`config.mk`:
```
export PLATFORM = sky130hd
export DESIGN_NAME = acs_array_norm
export DESIGN_NICKNAME = d
export VERILOG_FILES = /design/src/rtl/acs_array_norm.sv
export SDC_FILE = /design/constraint.sdc
export NUM_CORES = 2
export LEC_CHECK = 0
export ABC_AREA = 1
export CAP_MARGIN = 15
export CORE_MARGIN = 4
export CORE_UTILIZATION = 64
export DETAILED_ROUTE_END_ITERATION = 10
export PLACE_DENSITY = 0.88
export SLEW_MARGIN = 30
export SYNTH_ARGS = -nofsm -noshare
export SYNTH_HDL_FRONTEND = slang
export SYNTH_SLANG_ARGS = --single-unit
```
`constraint.sdc`:
```
create_clock -name clk -period 21.3 [get_ports clk]
set_input_delay 6.39 -clock clk [delete_from_list [all_inputs] [get_ports clk]]
set_output_delay 6.39 -clock clk [all_outputs]
set_load 0.005 [all_outputs]
```
`src/rtl/acs_array_norm.sv`:
```
// Add-compare-select array with internal ping-pong path-metric banks,
// saturating adds, automatic renormalisation and per-symbol best-state report.

// One radix-2 butterfly: two predecessors, two successors, two decisions.
module acs_bfly #(
  parameter int METRIC_W = 8,
  parameter int DIST_W   = 2
) (
  input  logic [METRIC_W-1:0] lo,
  input  logic [METRIC_W-1:0] hi,
  input  logic [DIST_W-1:0]   da,
  input  logic [DIST_W-1:0]   db,
  input  logic                norm,
  output logic [METRIC_W-1:0] m_even,
  output logic [METRIC_W-1:0] m_odd,
  output logic                dec_even,
  output logic                dec_odd
);
  localparam logic [METRIC_W-1:0] HALF = {1'b1, {(METRIC_W-1){1'b0}}};

  logic [METRIC_W-1:0] lo_n, hi_n, c_lo_a, c_lo_b, c_hi_a, c_hi_b;

  // Add at METRIC_W+1 bits, clamp to all-ones on carry out.
  function automatic logic [METRIC_W-1:0] sat_add(input logic [METRIC_W-1:0] m,
                                                  input logic [DIST_W-1:0] d);
    logic [METRIC_W:0] s;
    s = {1'b0, m} + {{(METRIC_W+1-DIST_W){1'b0}}, d};
    return s[METRIC_W] ? {METRIC_W{1'b1}} : s[METRIC_W-1:0];
  endfunction

  // Renormalised predecessors never underflow: the previous symbol min was >= HALF.
  assign lo_n   = norm ? lo - HALF : lo;
  assign hi_n   = norm ? hi - HALF : hi;
  assign c_lo_a = sat_add(lo_n, da);
  assign c_lo_b = sat_add(lo_n, db);
  assign c_hi_a = sat_add(hi_n, da);
  assign c_hi_b = sat_add(hi_n, db);

  // Strict compare so ties resolve to the lo predecessor.
  assign dec_even = c_hi_b < c_lo_a;
  assign m_even   = dec_even ? c_hi_b : c_lo_a;
  assign dec_odd  = c_hi_a < c_lo_b;
  assign m_odd    = dec_odd ? c_hi_a : c_lo_b;
endmodule

module acs_array_norm #(
  parameter int STATES        = 64,
  parameter int ACS_PER_CYCLE = 4,
  parameter int METRIC_W      = 8,
  parameter int DIST_W        = 2,
  parameter int INIT_PENALTY  = 32,
  localparam int P        = ACS_PER_CYCLE,
  localparam int SEGMENTS = STATES / (2 * ACS_PER_CYCLE),
  localparam int SEG_W    = (SEGMENTS > 1) ? $clog2(SEGMENTS) : 1,
  localparam int ST_W     = $clog2(STATES)
) (
  input  logic                     clk,
  input  logic                     rst_n,
  input  logic                     init,
  input  logic                     hold,
  input  logic                     dist_valid,
  output logic                     dist_ready,
  input  logic [2*P*DIST_W-1:0]    distance,
  output logic                     surv_valid,
  output logic [SEG_W-1:0]         surv_segment,
  output logic [2*P-1:0]           survivors,
  output logic                     symbol_done,
  output logic [ST_W-1:0]          best_state,
  output logic [METRIC_W-1:0]      best_metric,
  output logic                     norm_event
);
  localparam logic [METRIC_W-1:0] HALF     = {1'b1, {(METRIC_W-1){1'b0}}};
  localparam logic [METRIC_W-1:0] INIT_M   = METRIC_W'(INIT_PENALTY);
  localparam logic [SEG_W-1:0]    SEG_LAST = SEG_W'(SEGMENTS - 1);

  // bank[sel] holds the previous symbol's metrics, bank[~sel] collects the new ones
  logic [METRIC_W-1:0]             bank [2][STATES];
  logic                            sel;
  logic [SEG_W-1:0]                seg;
  logic                            norm_pending;
  logic [METRIC_W-1:0]             run_min, beat_min, sym_min;
  logic [ST_W-1:0]                 run_idx, beat_idx, sym_idx;
  logic [P-1:0][METRIC_W-1:0]      lo, hi, m_even, m_odd;
  logic [P-1:0]                    dec_even, dec_odd;
  logic [2*P-1:0][METRIC_W-1:0]    new_m;
  logic [2*P-1:0]                  dec;
  logic                            accept, last, wrap;

  assign dist_ready = !hold && !init;
  assign accept     = dist_valid && dist_ready;
  assign last       = (seg == SEG_LAST);
  assign wrap       = accept && last;

  // Fetch butterfly predecessors b and b+STATES/2 from the read bank.
  always_comb begin
    for (int j = 0; j < P; j++) begin
      lo[j] = bank[sel][ST_W'(int'(seg) * P + j)];
      hi[j] = bank[sel][ST_W'(int'(seg) * P + j + STATES / 2)];
    end
  end

  for (genvar j = 0; j < P; j++) begin : g_bfly
    acs_bfly #(.METRIC_W(METRIC_W), .DIST_W(DIST_W)) u_bfly (
      .lo       (lo[j]),
      .hi       (hi[j]),
      .da       (distance[2*j*DIST_W +: DIST_W]),
      .db       (distance[(2*j+1)*DIST_W +: DIST_W]),
      .norm     (norm_pending),
      .m_even   (m_even[j]),
      .m_odd    (m_odd[j]),
      .dec_even (dec_even[j]),
      .dec_odd  (dec_odd[j])
    );
    assign new_m[2*j]   = m_even[j];
    assign new_m[2*j+1] = m_odd[j];
    assign dec[2*j]     = dec_even[j];
    assign dec[2*j+1]   = dec_odd[j];
  end

  // Minimum of this beat's 2P new metrics; ascending scan keeps the lowest index on ties.
  always_comb begin
    beat_min = new_m[0];
    beat_idx = ST_W'(int'(seg) * 2 * P);
    for (int k = 1; k < 2 * P; k++) begin
      if (new_m[k] < beat_min) begin
        beat_min = new_m[k];
        beat_idx = ST_W'(int'(seg) * 2 * P + k);
      end
    end
  end

  // Fold beat minimum into the running symbol minimum; earlier segments win ties.
  always_comb begin
    sym_min = beat_min;
    sym_idx = beat_idx;
    if (seg != '0 && !(beat_min < run_min)) begin
      sym_min = run_min;
      sym_idx = run_idx;
    end
  end

  // Metric banks, segment sequencing and registered outputs.
  always_ff @(posedge clk or negedge rst_n) begin
    if (!rst_n) begin
      for (int s = 0; s < STATES; s++) begin
        bank[0][s] <= (s == 0) ? '0 : INIT_M;
        bank[1][s] <= (s == 0) ? '0 : INIT_M;
      end
      sel          <= 1'b0;
      seg          <= '0;
      norm_pending <= 1'b0;
      run_min      <= '0;
      run_idx      <= '0;
      surv_valid   <= 1'b0;
      surv_segment <= '0;
      survivors    <= '0;
      symbol_done  <= 1'b0;
      best_state   <= '0;
      best_metric  <= '0;
      norm_event   <= 1'b0;
    end else if (init) begin
      for (int s = 0; s < STATES; s++) begin
        bank[0][s] <= (s == 0) ? '0 : INIT_M;
        bank[1][s] <= (s == 0) ? '0 : INIT_M;
      end
      sel          <= 1'b0;
      seg          <= '0;
      norm_pending <= 1'b0;
      run_min      <= '0;
      run_idx      <= '0;
      surv_valid   <= 1'b0;
      surv_segment <= '0;
      survivors    <= '0;
      symbol_done  <= 1'b0;
      best_state   <= '0;
      best_metric  <= '0;
      norm_event   <= 1'b0;
    end else begin
      surv_valid  <= accept;
      symbol_done <= wrap;
      norm_event  <= wrap && (sym_min >= HALF);
      if (accept) begin
        surv_segment <= seg;
        survivors    <= dec;
        for (int k = 0; k < 2 * P; k++)
          bank[~sel][ST_W'(int'(seg) * 2 * P + k)] <= new_m[k];
        run_min <= sym_min;
        run_idx <= sym_idx;
        if (last) begin
          seg          <= '0;
          sel          <= ~sel;
          norm_pending <= (sym_min >= HALF);
          best_state   <= sym_idx;
          best_metric  <= sym_min;
        end else begin
          seg <= seg + 1'b1;
        end
      end
    end
  end
endmodule
```
==> summary.md <==
| Metric | Value |
|---|---|
| Post-synth top area cell | dfrtp_1 |
| Nets | 6673 |
| Lkg Pwr | 27.5 nW |
| CORE AREA | 83600 um^2 |
| Clock Sinks | 1071 |
| YS warnings | 0 |
| Setup violations, final | 0 |
| Die W | 298 um |
| RSZ-0062 raised after global routing | false |
| Initial antenna violation count | 5 |
| Crit path kind | input port to flop |
| Port buffer count | 49 |
| CTS resizes | 0 |
| Critical path arrival | 20.44 ns |
| Relative slew slack | 27.3% |
| Synth top area cells | dfrtp_1 (44%), inv_1 (7.4%), nand2_1 (7.3%), o21ai_0 (6.2%), dfstp_2 (6.1%) |
| Final Non-Filler Cells | 7673 |
| Placed insts | 7463 |
| Worst r2r src | seg[0] |
| Post-Syn Nets | 6824 |
| Crit-path most repeated cell | ha_1 |
| Mean Syn Cell Area | 8.11 um^2 |
| Clock Skew | 0.0315 ns |
| Vias per Instance | 6.11 |
| Worst slack, placed | 0.395 ns |
| Cts bufs inserted | 107 |
| EDFF count, synth | 0 |
| Slowest-stage cell, CP | clkdlybuf4s50_1 |
| DRT Wirelength | 160 mm |
| Clock latency on the worst-skew pair | 0.71 ns |
| Final total power | 6.06 mW |
| Most common cell after layout, fill and taps aside | inv_1 |
| Ports | 50 |
| Top-area cell type share of the netlist area | 43.9% |
| Largest net degree at the start of global routing | 201 |
| Startpoint Class | input port |
| Root Buffer | clkbuf_16 |
| Number of core rows | 106 |
| CTS clock-pin slew for the worst setup and hold paths | 0.06 ns |
| Synth Cell Area | 53900 um^2 |
| Fin crit period | 19.88 ns |
| DR iter-0 viols | 6034 |
| First-pass detailed-route iteration total | 8 |
| Hold buffers post-CTS | 0 |
| Critical Path End Type | flop |
| Crit. Startpoint | distance[0] |
| DR vias | 46900 |
| Worst setup margin | 1.42 ns |
| Synthesis-stage register bit count | 1071 |
| Min-delay src | bank[165] |
| Peak supply drop | 0.000152 V |
| Placed Instance Area | 54800 um^2 |
| Pwr Density | 103 nW/um^2 |
| Post-DR wirelength/cell | 20.9 um |
| Total Routing Usage GR | 35.9% |
| Final ANT Viol Nets | 0 |
| Global-route wire length before repair | 253 mm |
| Clock buffer depth | 3 |
| # Max-Cap Violations | 0 |
| Register area share after synthesis | 50.0% |
| Crit-path max cell delay | 0.51 ns |
| Height of the die | 298 um |
| Starting Density | 64.5% |
| # H-tree levels | 3 |
| Vias in the first global route | 46000 |
| Congestion Overflow GR | 0 |
| Worst Hold Class | flop to flop |
| TritonCTS clock tree | built |
| Share of post-route cells with drive strength above 1 | 8.51% |
| Async set or reset register ratio after synthesis | 100% |
| Final HPWL DP | 96.7 mm |
| Final setup TNS | 0 ns |
| Final Instance Area | 58600 um^2 |
| Die ar. | 88900 um^2 |
| Crit Path Max Fanout | 16 |
| Ys flop type | dfrtp_1 |
| P&R area growth vs syn | 8.76% |
| FMAX | 50.3 MHz |
| Setup bufs post-CTS | 0 |
| Placer Congestion | 0.969 |
| Netlist cell types | 63 |
| Final period utilization | 93.3% |
| DRC Markers | 0 |
| FF-to-FF setup slack | 4.76 ns |
| Hold Fails Final Rpt | 0 |
| Final Util | 70.2% |
| Commonest cells after routing, fill and taps aside | inv_1 (1056), nand2_1 (1040), dfrtp_1 (943) |
| Status | finished clean |
| Slew Limit Fails | 0 |
| Slew at the pin with the worst max-slew slack | 1.09 ns |
| WP data required | 21.86 ns |
| Hold WS | 0.461 ns |
| Post-Synthesis Cells | 6646 |
power breakdown:
part / leakage (nW) / total [mW] / switching [mW] / internal, mW
combinational: 11.2 / 1.98 / 1.38 / 0.601
clock: 1.84 / 1.99 / 0.833 / 1.16
sequential: 14.5 / 2.09 / 0.0198 / 2.07
total: 27.5 / 6.06 / 2.24 / 3.83
metal layers:
metal	track usage, %	share of wire (%)	routed length (um)	up-vias
met5	0	0.0056	9	-
met4	19.1	6.3	10100	2
met3	8.72	11	18100	681
met2	55.8	45	71700	2735
met1	46.9	38	60600	22400
li1	-	-	-	21100
flip-flops by register name, summed over array words and instances, names as in the netlist:
signal	cells
sel	1
norm_event	1
bank	1024
run_idx	6
survivors	8
run_min	8
best_state	6
seg	3
surv_segment	3
surv_valid	1
best_metric	8
symbol_done	1
norm_pending	1
final timing paths:
| path | endpoint | cells past startpoint |
|---|---|---|
| worst max-delay path | norm_pending | 71 |
| worst min-delay path | bank[165] | 2 |
| worst max register to register | norm_pending | 77 |
| worst min register to register | bank[165] | 2 |
| max in group asynchronous | bank[866] | 5 |
| min in group asynchronous | bank[666] | 1 |
cells by family (layout without fill, tap and decap cells):
group	Yosys count	after routing	synth area share, %
AO/OA/AOI/OAI	1638	1638	16.5
XOR/XNOR	61	61	1.02
adder cells (fa/ha/maj)	157	157	3.87
buffers and inverters	1477	1420	11.0
flip-flops	1071	1071	50.0
other	0	4	0
AND/OR/NAND/NOR	2242	2242	17.6
synthesized netlist by cell type, types with 25 or more instances:
| library cell | number |
|---|---|
| dfrtp_1 | 945 |
| ha_1 | 141 |
| o21ai_1 | 105 |
| clkbuf_1 | 265 |
| dfstp_2 | 126 |
| xor2_1 | 51 |
| o21ai_0 | 669 |
| nand4_1 | 41 |
| buf_6 | 25 |
| inv_1 | 1057 |
| a21oi_1 | 423 |
| buf_1 | 25 |
| nand2_1 | 1046 |
| nand3_1 | 346 |
| or2_2 | 44 |
| o22ai_1 | 352 |
| buf_2 | 59 |
| nor2_1 | 660 |
| nand2_2 | 28 |
worst max-delay path, delay by kind of cell:
family | cells | cell delay (ns)
and+or+nand+nor | 28 | 3.86
AOI/OAI and AO/OA | 24 | 5.36
adders and majority gates | 11 | 3.31
buffers and inverters | 8 | 1.48
cell type report:
| type | instances | area (um^2) |
|---|---|---|
| fillers | 6229 | 24900 |
| clock inverters | 34 | 472 |
| inverters | 1078 | 4070 |
| multi-input cells | 4098 | 21200 |
| repair buffers | 139 | 1310 |
| diodes | 4 | 10.0 |
| clock buffers | 169 | 3280 |
| flip-flops and latches | 1071 | 27000 |
| well taps | 1080 | 1350 |
Note: power is estimated with default switching activity, not from simulation.
